$ cat src/rtl/pma_region_table_if.sv
// Config and lookup bus of the runtime-programmable PMA region table.
interface pma_region_table_if #(
  parameter int AddrWidth = 64,
  parameter int IdxW      = 2
);
  logic                 cfg_we_i;
  logic                 cfg_re_i;
  logic [IdxW-1:0]      cfg_idx_i;
  logic [1:0]           cfg_sel_i;
  logic [AddrWidth-1:0] cfg_wdata_i;
  logic [AddrWidth-1:0] cfg_rdata_o;
  logic                 cfg_rvalid_o;
  logic                 cfg_err_o;
  logic                 req_valid_i;
  logic                 req_ready_o;
  logic [AddrWidth-1:0] req_addr_i;
  logic                 rsp_valid_o;
  logic                 rsp_ready_i;
  logic                 rsp_hit_o;
  logic [IdxW-1:0]      rsp_idx_o;
  logic                 rsp_cached_o;
  logic                 rsp_exec_o;
  logic                 rsp_nonidem_o;

  modport master (
    output cfg_we_i, cfg_re_i, cfg_idx_i, cfg_sel_i, cfg_wdata_i,
    input  cfg_rdata_o, cfg_rvalid_o, cfg_err_o,
    output req_valid_i, req_addr_i, rsp_ready_i,
    input  req_ready_o, rsp_valid_o, rsp_hit_o, rsp_idx_o,
    input  rsp_cached_o, rsp_exec_o, rsp_nonidem_o
  );

  modport slave (
    input  cfg_we_i, cfg_re_i, cfg_idx_i, cfg_sel_i, cfg_wdata_i,
    output cfg_rdata_o, cfg_rvalid_o, cfg_err_o,
    input  req_valid_i, req_addr_i, rsp_ready_i,
    output req_ready_o, rsp_valid_o, rsp_hit_o, rsp_idx_o,
    output rsp_cached_o, rsp_exec_o, rsp_nonidem_o
  );
endinterface

$ cat src/rtl/pma_region_table.sv
// Runtime-programmable PMA region table: writable base/length/attr entries with
// lockable attributes and a single-register lookup stage with valid/ready.
module pma_region_table #(
  parameter int                           NrRules   = 4,
  parameter int                           AddrWidth = 64,
  parameter logic [NrRules*AddrWidth-1:0] RstBase   = '0,
  parameter logic [NrRules*AddrWidth-1:0] RstLength = '0,
  parameter logic [NrRules*8-1:0]         RstAttr   = '0,
  parameter int                           IdxW      = (NrRules > 1) ? $clog2(NrRules) : 1
) (
  input logic               clk_i,
  input logic               rst_ni,
  pma_region_table_if.slave bus
);

  // Bits 6:4 of the attr byte are not stored so they always read back as 0.
  localparam logic [7:0] AttrMask = 8'h8F;
  localparam int BitCached  = 0;
  localparam int BitExec    = 1;
  localparam int BitNonidem = 2;
  localparam int BitEnable  = 3;
  localparam int BitLock    = 7;

  logic [AddrWidth-1:0] base_tbl [NrRules];
  logic [AddrWidth-1:0] len_tbl  [NrRules];
  logic [7:0]           attr_tbl [NrRules];

  // Offset-based compare: base + length is never formed, so top-of-space regions work.
  function automatic logic region_match(input logic [AddrWidth-1:0] addr,
                                        input logic [AddrWidth-1:0] base,
                                        input logic [AddrWidth-1:0] len,
                                        input logic                 en);
    logic [AddrWidth-1:0] offs;
    offs = addr - base;
    return en && (len != '0) && (addr >= base) && (offs < len);
  endfunction

  logic                 idx_ok;
  logic                 sel_ok;
  logic                 acc_ok;
  logic                 cur_lock;
  logic [AddrWidth-1:0] cur_field;
  logic                 wr_en;
  logic                 err_d;

  always_comb begin
    idx_ok    = 1'b0;
    cur_lock  = 1'b0;
    cur_field = '0;
    for (int i = 0; i < NrRules; i++) begin
      if (bus.cfg_idx_i == IdxW'(i)) begin
        idx_ok   = 1'b1;
        cur_lock = attr_tbl[i][BitLock];
        case (bus.cfg_sel_i)
          2'd0:    cur_field = base_tbl[i];
          2'd1:    cur_field = len_tbl[i];
          2'd2:    cur_field = AddrWidth'(attr_tbl[i]);
          default: cur_field = '0;
        endcase
      end
    end
  end

  assign sel_ok = (bus.cfg_sel_i != 2'd3);
  assign acc_ok = idx_ok && sel_ok;
  assign wr_en  = bus.cfg_we_i && acc_ok && !cur_lock;
  assign err_d  = (bus.cfg_we_i && !wr_en) || (bus.cfg_re_i && !acc_ok);

  always_ff @(posedge clk_i or negedge rst_ni) begin
    if (!rst_ni) begin
      for (int i = 0; i < NrRules; i++) begin
        base_tbl[i] <= RstBase[i*AddrWidth +: AddrWidth];
        len_tbl[i]  <= RstLength[i*AddrWidth +: AddrWidth];
        attr_tbl[i] <= RstAttr[i*8 +: 8] & AttrMask;
      end
    end else if (wr_en) begin
      for (int i = 0; i < NrRules; i++) begin
        if (bus.cfg_idx_i == IdxW'(i)) begin
          case (bus.cfg_sel_i)
            2'd0:    base_tbl[i] <= bus.cfg_wdata_i;
            2'd1:    len_tbl[i]  <= bus.cfg_wdata_i;
            2'd2:    attr_tbl[i] <= bus.cfg_wdata_i[7:0] & AttrMask;
            default: ;
          endcase
        end
      end
    end
  end

  // Lowest index wins: the descending scan lets lower entries overwrite higher ones.
  logic            hit_d;
  logic [IdxW-1:0] idx_d;
  logic            cached_d;
  logic            exec_d;
  logic            nonidem_d;

  always_comb begin
    hit_d     = 1'b0;
    idx_d     = '0;
    cached_d  = 1'b0;
    exec_d    = 1'b0;
    nonidem_d = 1'b0;
    for (int i = NrRules - 1; i >= 0; i--) begin
      if (region_match(bus.req_addr_i, base_tbl[i], len_tbl[i], attr_tbl[i][BitEnable])) begin
        hit_d     = 1'b1;
        idx_d     = IdxW'(i);
        cached_d  = attr_tbl[i][BitCached];
        exec_d    = attr_tbl[i][BitExec];
        nonidem_d = attr_tbl[i][BitNonidem];
      end
    end
  end

  // ---- stage p1: registered lookup response and config read/err ----
  logic                 vld_p1;
  logic                 hit_p1;
  logic [IdxW-1:0]      idx_p1;
  logic                 cached_p1;
  logic                 exec_p1;
  logic                 nonidem_p1;
  logic [AddrWidth-1:0] rdata_p1;
  logic                 rvalid_p1;
  logic                 err_p1;
  logic                 accept;

  assign bus.req_ready_o = !vld_p1 || bus.rsp_ready_i;
  assign accept          = bus.req_valid_i && bus.req_ready_o;

  always_ff @(posedge clk_i or negedge rst_ni) begin
    if (!rst_ni) begin
      vld_p1     <= 1'b0;
      hit_p1     <= 1'b0;
      idx_p1     <= '0;
      cached_p1  <= 1'b0;
      exec_p1    <= 1'b0;
      nonidem_p1 <= 1'b0;
      rdata_p1   <= '0;
      rvalid_p1  <= 1'b0;
      err_p1     <= 1'b0;
    end else begin
      if (accept) begin
        vld_p1     <= 1'b1;
        hit_p1     <= hit_d;
        idx_p1     <= idx_d;
        cached_p1  <= cached_d;
        exec_p1    <= exec_d;
        nonidem_p1 <= nonidem_d;
      end else if (bus.rsp_ready_i) begin
        vld_p1 <= 1'b0;
      end
      if (bus.cfg_re_i) begin
        rdata_p1 <= cur_field;
      end
      rvalid_p1 <= bus.cfg_re_i;
      err_p1    <= err_d;
    end
  end

  assign bus.rsp_valid_o   = vld_p1;
  assign bus.rsp_hit_o     = hit_p1;
  assign bus.rsp_idx_o     = idx_p1;
  assign bus.rsp_cached_o  = cached_p1;
  assign bus.rsp_exec_o    = exec_p1;
  assign bus.rsp_nonidem_o = nonidem_p1;
  assign bus.cfg_rdata_o   = rdata_p1;
  assign bus.cfg_rvalid_o  = rvalid_p1;
  assign bus.cfg_err_o     = err_p1;

endmodule
$ cat src/flat_wrapper.sv
// flat-port wrapper written by rule: the top's interface ports become plain ports
module pma_region_table_flat 
#(
  parameter int                           NrRules   = 4,
  parameter int                           AddrWidth = 64,
  parameter logic [NrRules*AddrWidth-1:0] RstBase   = '0,
  parameter logic [NrRules*AddrWidth-1:0] RstLength = '0,
  parameter logic [NrRules*8-1:0]         RstAttr   = '0,
  parameter int                           IdxW      = (NrRules > 1) ? $clog2(NrRules) : 1
)
  (clk_i, rst_ni, bus_cfg_we_i, bus_cfg_re_i, bus_cfg_idx_i, bus_cfg_sel_i, bus_cfg_wdata_i, bus_cfg_rdata_o, bus_cfg_rvalid_o, bus_cfg_err_o, bus_req_valid_i, bus_req_addr_i, bus_rsp_ready_i, bus_req_ready_o, bus_rsp_valid_o, bus_rsp_hit_o, bus_rsp_idx_o, bus_rsp_cached_o, bus_rsp_exec_o, bus_rsp_nonidem_o);
  pma_region_table_if #(.AddrWidth(AddrWidth), .IdxW(IdxW)) bus_i ();
  input logic clk_i;
  input logic rst_ni;
  input wire logic [$bits(bus_i.cfg_we_i)-1:0] bus_cfg_we_i;
  input wire logic [$bits(bus_i.cfg_re_i)-1:0] bus_cfg_re_i;
  input wire logic [$bits(bus_i.cfg_idx_i)-1:0] bus_cfg_idx_i;
  input wire logic [$bits(bus_i.cfg_sel_i)-1:0] bus_cfg_sel_i;
  input wire logic [$bits(bus_i.cfg_wdata_i)-1:0] bus_cfg_wdata_i;
  output wire logic [$bits(bus_i.cfg_rdata_o)-1:0] bus_cfg_rdata_o;
  output wire logic [$bits(bus_i.cfg_rvalid_o)-1:0] bus_cfg_rvalid_o;
  output wire logic [$bits(bus_i.cfg_err_o)-1:0] bus_cfg_err_o;
  input wire logic [$bits(bus_i.req_valid_i)-1:0] bus_req_valid_i;
  input wire logic [$bits(bus_i.req_addr_i)-1:0] bus_req_addr_i;
  input wire logic [$bits(bus_i.rsp_ready_i)-1:0] bus_rsp_ready_i;
  output wire logic [$bits(bus_i.req_ready_o)-1:0] bus_req_ready_o;
  output wire logic [$bits(bus_i.rsp_valid_o)-1:0] bus_rsp_valid_o;
  output wire logic [$bits(bus_i.rsp_hit_o)-1:0] bus_rsp_hit_o;
  output wire logic [$bits(bus_i.rsp_idx_o)-1:0] bus_rsp_idx_o;
  output wire logic [$bits(bus_i.rsp_cached_o)-1:0] bus_rsp_cached_o;
  output wire logic [$bits(bus_i.rsp_exec_o)-1:0] bus_rsp_exec_o;
  output wire logic [$bits(bus_i.rsp_nonidem_o)-1:0] bus_rsp_nonidem_o;
  assign bus_i.cfg_we_i = bus_cfg_we_i;
  assign bus_i.cfg_re_i = bus_cfg_re_i;
  assign bus_i.cfg_idx_i = bus_cfg_idx_i;
  assign bus_i.cfg_sel_i = bus_cfg_sel_i;
  assign bus_i.cfg_wdata_i = bus_cfg_wdata_i;
  assign bus_cfg_rdata_o = bus_i.cfg_rdata_o;
  assign bus_cfg_rvalid_o = bus_i.cfg_rvalid_o;
  assign bus_cfg_err_o = bus_i.cfg_err_o;
  assign bus_i.req_valid_i = bus_req_valid_i;
  assign bus_i.req_addr_i = bus_req_addr_i;
  assign bus_i.rsp_ready_i = bus_rsp_ready_i;
  assign bus_req_ready_o = bus_i.req_ready_o;
  assign bus_rsp_valid_o = bus_i.rsp_valid_o;
  assign bus_rsp_hit_o = bus_i.rsp_hit_o;
  assign bus_rsp_idx_o = bus_i.rsp_idx_o;
  assign bus_rsp_cached_o = bus_i.rsp_cached_o;
  assign bus_rsp_exec_o = bus_i.rsp_exec_o;
  assign bus_rsp_nonidem_o = bus_i.rsp_nonidem_o;
  pma_region_table #(.NrRules(NrRules), .AddrWidth(AddrWidth), .RstBase(RstBase), .RstLength(RstLength), .RstAttr(RstAttr), .IdxW(IdxW)) u_core (.clk_i(clk_i), .rst_ni(rst_ni), .bus(bus_i));
endmodule
$ cat config.mk
export PLATFORM = sky130hd
export DESIGN_NAME = pma_region_table_flat
export DESIGN_NICKNAME = d
export VERILOG_FILES = /design/src/rtl/pma_region_table_if.sv /design/src/rtl/pma_region_table.sv /design/src/flat_wrapper.sv
export SDC_FILE = /design/constraint.sdc
export NUM_CORES = 2
export LEC_CHECK = 0
export CORE_UTILIZATION = 24
export CTS_CLUSTER_SIZE = 40
export DETAILED_ROUTE_END_ITERATION = 8
export GPL_ROUTABILITY_DRIVEN = 0
export PLACE_DENSITY_LB_ADDON = 0.25
export SETUP_SLACK_MARGIN = 0.4
export SKIP_CTS_REPAIR_TIMING = 1
export SYNTH_ARGS = -nofsm -noshare
export SYNTH_HDL_FRONTEND = slang
export SYNTH_SLANG_ARGS = --single-unit
$ cat constraint.sdc
create_clock -name clk_i -period 5.2 [get_ports clk_i]
set_input_delay 0.52 -clock clk_i [delete_from_list [all_inputs] [get_ports clk_i]]
set_output_delay 0.52 -clock clk_i [all_outputs]
set_load 0.01 [all_outputs]
; After elaboration in Yosys (flattened, before gate mapping)
; Index checks and enable logic that the tools add are counted.
; W data, S select, Z words.
[op_classes]
addsub = 4
order_cmp = 8
eq_ne = 6
mux = 38
n_reduce_logical = 43
[op_table]
columns = operator, n
row1 = $pmux W64 S3, 4
row2 = $ge A64 B64 Y1, 4
row3 = $lt A64 B64 Y1, 4
row4 = $mux W64, 4
row5 = $reduce_bool A64 Y1, 4
row6 = $sub A64 B64 Y64, 4
row7 = $reduce_and A3 Y1, 12
row8 = $mux W1, 26
row9 = $logic_and A1 B1 Y1, 18
row10 = $mux W2, 4
row11 = $eq A2 B2 Y1 const B, 3
row12 = $eq A2 B1 Y1 const B, 2
row13 = $logic_not A1 Y1, 4
row14 = $logic_not A2 Y1, 2
row15 = $logic_or A1 B1 Y1, 2
row16 = $ne A2 B2 Y1 const B, 1
row17 = $reduce_bool A2 Y1, 1
[totals]
regBits = 605
inputBits = 138
elab_cells = 120

; Longest topological paths before layout
[depth]
ltp_word = 11
mapped_depth = 27
depth_no_buf = 27

; Worst setup path before layout
; OpenSTA, ideal clock, no wires.
[synth_timing]
path_kind = input -> register
start = in bus_req_addr_i[0]
end = reg u_core.hit_p1, in the netlist u_core.bus.rsp_hit_o
t_arrival_ns = 5.741
t_required_ns = 5.075
slack_ns = -0.667
stages = 27
cell_sequence = inv_1 -> ha_1 -> inv_1 -> fa_1 -> a211oi_1 -> o21ai_0 -> o211ai_1 -> nand2_1 -> a21oi_1 -> o31ai_1 -> a31oi_1 -> o21bai_1 -> a21o_1 -> a21oi_1 -> xnor2_1 -> ha_1 -> nand2_1 -> nor2_1 -> nand3_1 -> or4_1 -> or3_1 -> or4_1 -> nor2_1 -> a31o_2 -> a211oi_2 -> nor3_1 -> a21oi_1
[synth_between]
elab_chain_cells = 7
[synth_rtl]
columns = element, line
row1 = "start, declared", flat_wrapper.sv:24  ; input wire logic [$bits(bus_i.req_addr_i)-1:0] bus_req_addr_i;
row2 = $sub A64 B64 Y64 / $ge A64 B64 Y1 (equally long branches), "pma_region_table.sv:34, pma_region_table.sv:35"
row3 = $lt A64 B64 Y1 / $logic_and A1 B1 Y1 (equally long branches), pma_region_table.sv:35  ; return en && (len != '0) && (addr >= base) && (offs < len);
row4 = $logic_and A1 B1 Y1, pma_region_table.sv:35
row5 = $mux W1 (3 in series), pma_region_table.sv:104  ; if (region_match(bus.req_addr_i, base_tbl[i], len_tbl[i], attr_tbl[i][BitEnable])) begin
row6 = $mux W1 *, pma_region_table.sv:104
row7 = "end signal, assigned", pma_region_table.sv:143  ; hit_p1 <= hit_d;
row8 = "end, declared", pma_region_table.sv:116  ; logic hit_p1;
; Mark *: on every way between the ends. The rest lies on a longest branch, timed or not.
; A chain may end at the register's enable or synchronous reset.

; Final worst setup path
[layout_timing]
start = in bus_req_addr_i[0]
end = reg u_core.cached_p1, in the netlist u_core.bus.rsp_cached_o
[layout_between]
elab_chain_cells = 7
[layout_rtl]
columns = element, line
row1 = $sub A64 B64 Y64 / $ge A64 B64 Y1 (equally long branches), "pma_region_table.sv:34, pma_region_table.sv:35"
row2 = $lt A64 B64 Y1 / $logic_and A1 B1 Y1 (equally long branches), pma_region_table.sv:35
row3 = $logic_and A1 B1 Y1, pma_region_table.sv:35
row4 = $mux W1 (3 in series), pma_region_table.sv:104
row5 = $mux W1 *, pma_region_table.sv:104
row6 = "end signal, assigned", pma_region_table.sv:145  ; cached_p1 <= cached_d;
row7 = "end, declared", pma_region_table.sv:118  ; logic cached_p1;
; Marks and branches as above.

==> flow_summary.toml <==
[cts]
clock_path_buffers = 3
cts_htree_levels = 3
root_buffer = "clkbuf_16"
clock_latency_ns = 0.73
clk_pin_slew_worst_paths_ns = 0.06
clock-sinks = 605
cts_tree = "built"
cts_buffers = 77

[setup_path]
critPathMaxStageDelay_ns = 0.56
arrival_ns = 6.73
endpoint_kind = "flip-flop"
required_ns = 5.80
cp-start-kind = "primary input"
crit_fanout = 6
slowest_stage = "or4_4"
crit_type = "primary input to flip-flop"
r2r_cells = 27

[logic_synthesis]
syn_area_mm2 = 0.04634
synth_top_area_cell = "dfrtp_1"
synth_fp_nets = 6287
ys_seq_area_frac = 0.3267
postSynthCellCount = 5637
yosysWarnings = 0
synthFlopType = "dfrtp_1"
avgSynthCellArea_um2 = 8.220
synth.area.top_cells = "dfrtp_1 33%, ha_1 14%, o21ai_0 7.5%"
ys_types = 90
synth_top_area_share = 0.3267
ys_ff_latch = 605
synth-edff-count = 0
async_reset_ff_frac = 1.000

[power]
finalPower_mw = 32.01
power.density_mw_per_mm2 = 502.7
ir_worst_vdd_uv = 273.1
leakage_nw = 29.87

[grt]
grt_usage = 0.2297
grt-ovfl-total = 0
grt_pass1_vias = 46810
grt_max_degree = 135
grt_pass1_wl_um = 327400
antenna_found_initial = 12

[placed_design]
dp_cells = 9302
dp_slack_ns = -2.249
dpl-instance-area_mm2 = 0.06019
dp_hpwl_um = 185800
io_buffers = 211

[die]
dieWidth_um = 441.4
num_rows = 160
io_pins = 212
core-area_mm2 = 0.1910
die_y_um = 441.4
start_util = 0.2426
die_area_mm2 = 0.1948

[detailed_routing]
wl_per_cell_um = 24.22
drt_pre_antenna_iters = 6
routed_wl_um = 229300
drtIter0Drc = 4394
num_vias = 48430
ant_nets = 0
viasPerCell = 5.115
drc_errors = 0

[sta]
timing.fmax_ghz = 0.1631
finalSetupViolCount = 6
finClkSkew_ns = 0.04359
fin_crit_sh = 1.179
min_period_ns = 6.133
hold_slack_ns = 0.2718
rsz0062_at_grt = "true"
tns_ns = -5.413
tightest_slew_ns = 1.160
maxSlewViolCount = 0
setup_slack_ns = -0.9328
relSlewSlack = 0.2195
hold_viol = 0

[layout]
finalNetCount = 7546
instances_no_fill = 9468
final_area_mm2 = 0.06367
syn2layout_area_growth_pct = 37.41
drive_gt1_frac = 0.2286
nFillCells = 20070
finalCoreUtilization = 0.3334

[run_status]
violations = "setup timing"
outcome = "complete, but fails checks"

[min_path]
holdPathStages = 2
hold_class = "primary input to flip-flop"

[run]
drv_cap = 0
sequential cells by signal, summed over array words and instances, names as in the netlist:
signal	count
u_core.base_tbl	256
u_core.len_tbl	256
u_core.bus.cfg_rdata_o	64
u_core.attr_tbl	20
u_core.bus.rsp_idx_o	2
u_core.bus.cfg_err_o	1
u_core.bus.cfg_rvalid_o	1
u_core.bus.rsp_cached_o	1
u_core.bus.rsp_exec_o	1
u_core.bus.rsp_hit_o	1
u_core.bus.rsp_nonidem_o	1
u_core.bus.rsp_valid_o	1
report_power, final:
group | switching [mW] | total [mW] | internal [mW]
logic | 9.97 | 18.9 | 8.91
clock network | 2.36 | 5.60 | 3.24
registers | 1.53 | 7.54 | 6.01
total | 13.9 | 32.0 | 18.2
synth_stat cells, types with 8 or more instances:
master     instances
a2111oi_0         14
a211oi_1          39
a21boi_0          11
a21o_1           186
a21oi_1          332
a221oi_1         126
a22o_1           118
a311oi_1          11
a31oi_1           97
a41oi_1            9
and2_1            14
and3_1            36
and4_1             8
buf_1             16
buf_4             39
clkbuf_1         218
clkbuf_2          21
dfrtp_1          605
ha_1             508
inv_1            589
mux2_2            20
mux2i_1           21
nand2_1          721
nand2b_1          41
nand3_1           86
nand4_1          106
nor2_1           228
nor2b_1           52
nor3_1            54
nor4_1            85
o211ai_1          29
o21a_1            34
o21ai_0          697
o21ai_1           13
o21bai_1          36
o221ai_1           8
o22ai_1            8
o31ai_1           21
or3_1             11
or4_1              8
xnor2_1          152
xor2_1            78
path summary, 6_finish.rpt:
kind                                       from                   endpoint  slack [ns]
max in group asynchronous                rst_ni        u_core.len_tbl[244]        3.40
min                                bus_cfg_re_i  u_core.bus.cfg_rdata_o[8]        0.27
min in group asynchronous                rst_ni       u_core.base_tbl[154]        0.46
max                           bus_req_addr_i[0]    u_core.bus.rsp_cached_o       -0.93
max reg2reg                u_core.base_tbl[135]    u_core.bus.rsp_cached_o       -0.92
min reg2reg                 u_core.attr_tbl[31]        u_core.attr_tbl[31]        0.52
placed cells by master, fill, tap and decap left out, types with 186 or more instances in the layout:
cell type / n
inv_1: 576
clkdlybuf4s50_1: 200
nor2_1: 216
a21o_1: 186
ha_1: 494
a21oi_1: 323
dfrtp_1: 605
buf_4: 1234
o21ai_0: 686
nand2_1: 719
layout make-up:
type / count / area, µm² / area share
multi-input cells: 4144 / 28630 / 0.4496
flip-flops and latches: 605 / 15140 / 0.2378
repair buffers: 1479 / 11980 / 0.1882
well taps: 2511 / 3142 / 0.04934
clock buffers: 107 / 2230 / 0.03502
inverters: 589 / 2227 / 0.03498
clock inverters: 28 / 312.8 / 0.004913
diodes: 5 / 12.51 / 0.0001965
per-layer routing:
layer	track usage	vias to the layer above	part of all wire
met3	0.02983	249	0.068
met1	0.3252	23820	0.46
met4	0.06607	6	0.032
met2	0.3628	1693	0.44
met5	0	-	0.00016
li1	-	22660	-
critical path: cells and delay by family:
family	cells	cell delay (ns)
multiplexers	1	0.22
buffers and inverters	6	0.95
AND/OR/NAND/NOR	8	2.12
adder cells (fa/ha/maj)	3	0.83
AO/OA/AOI/OAI	12	1.97
XOR/XNOR	1	0.08
cell families (layout without fill, tap and decap cells):
group | after synthesis | after routing | share of synthesized area
simple gates | 1475 | 1475 | 0.1457
mux | 42 | 42 | 0.009883
buf+inv | 888 | 2203 | 0.07580
other cells | 0 | 5 | 0
flops | 605 | 605 | 0.3267
xor+xnor | 230 | 230 | 0.04347
fa+ha+maj | 512 | 512 | 0.1389
compound gates | 1885 | 1885 | 0.2595
Power figures use the tool's default switching activity.
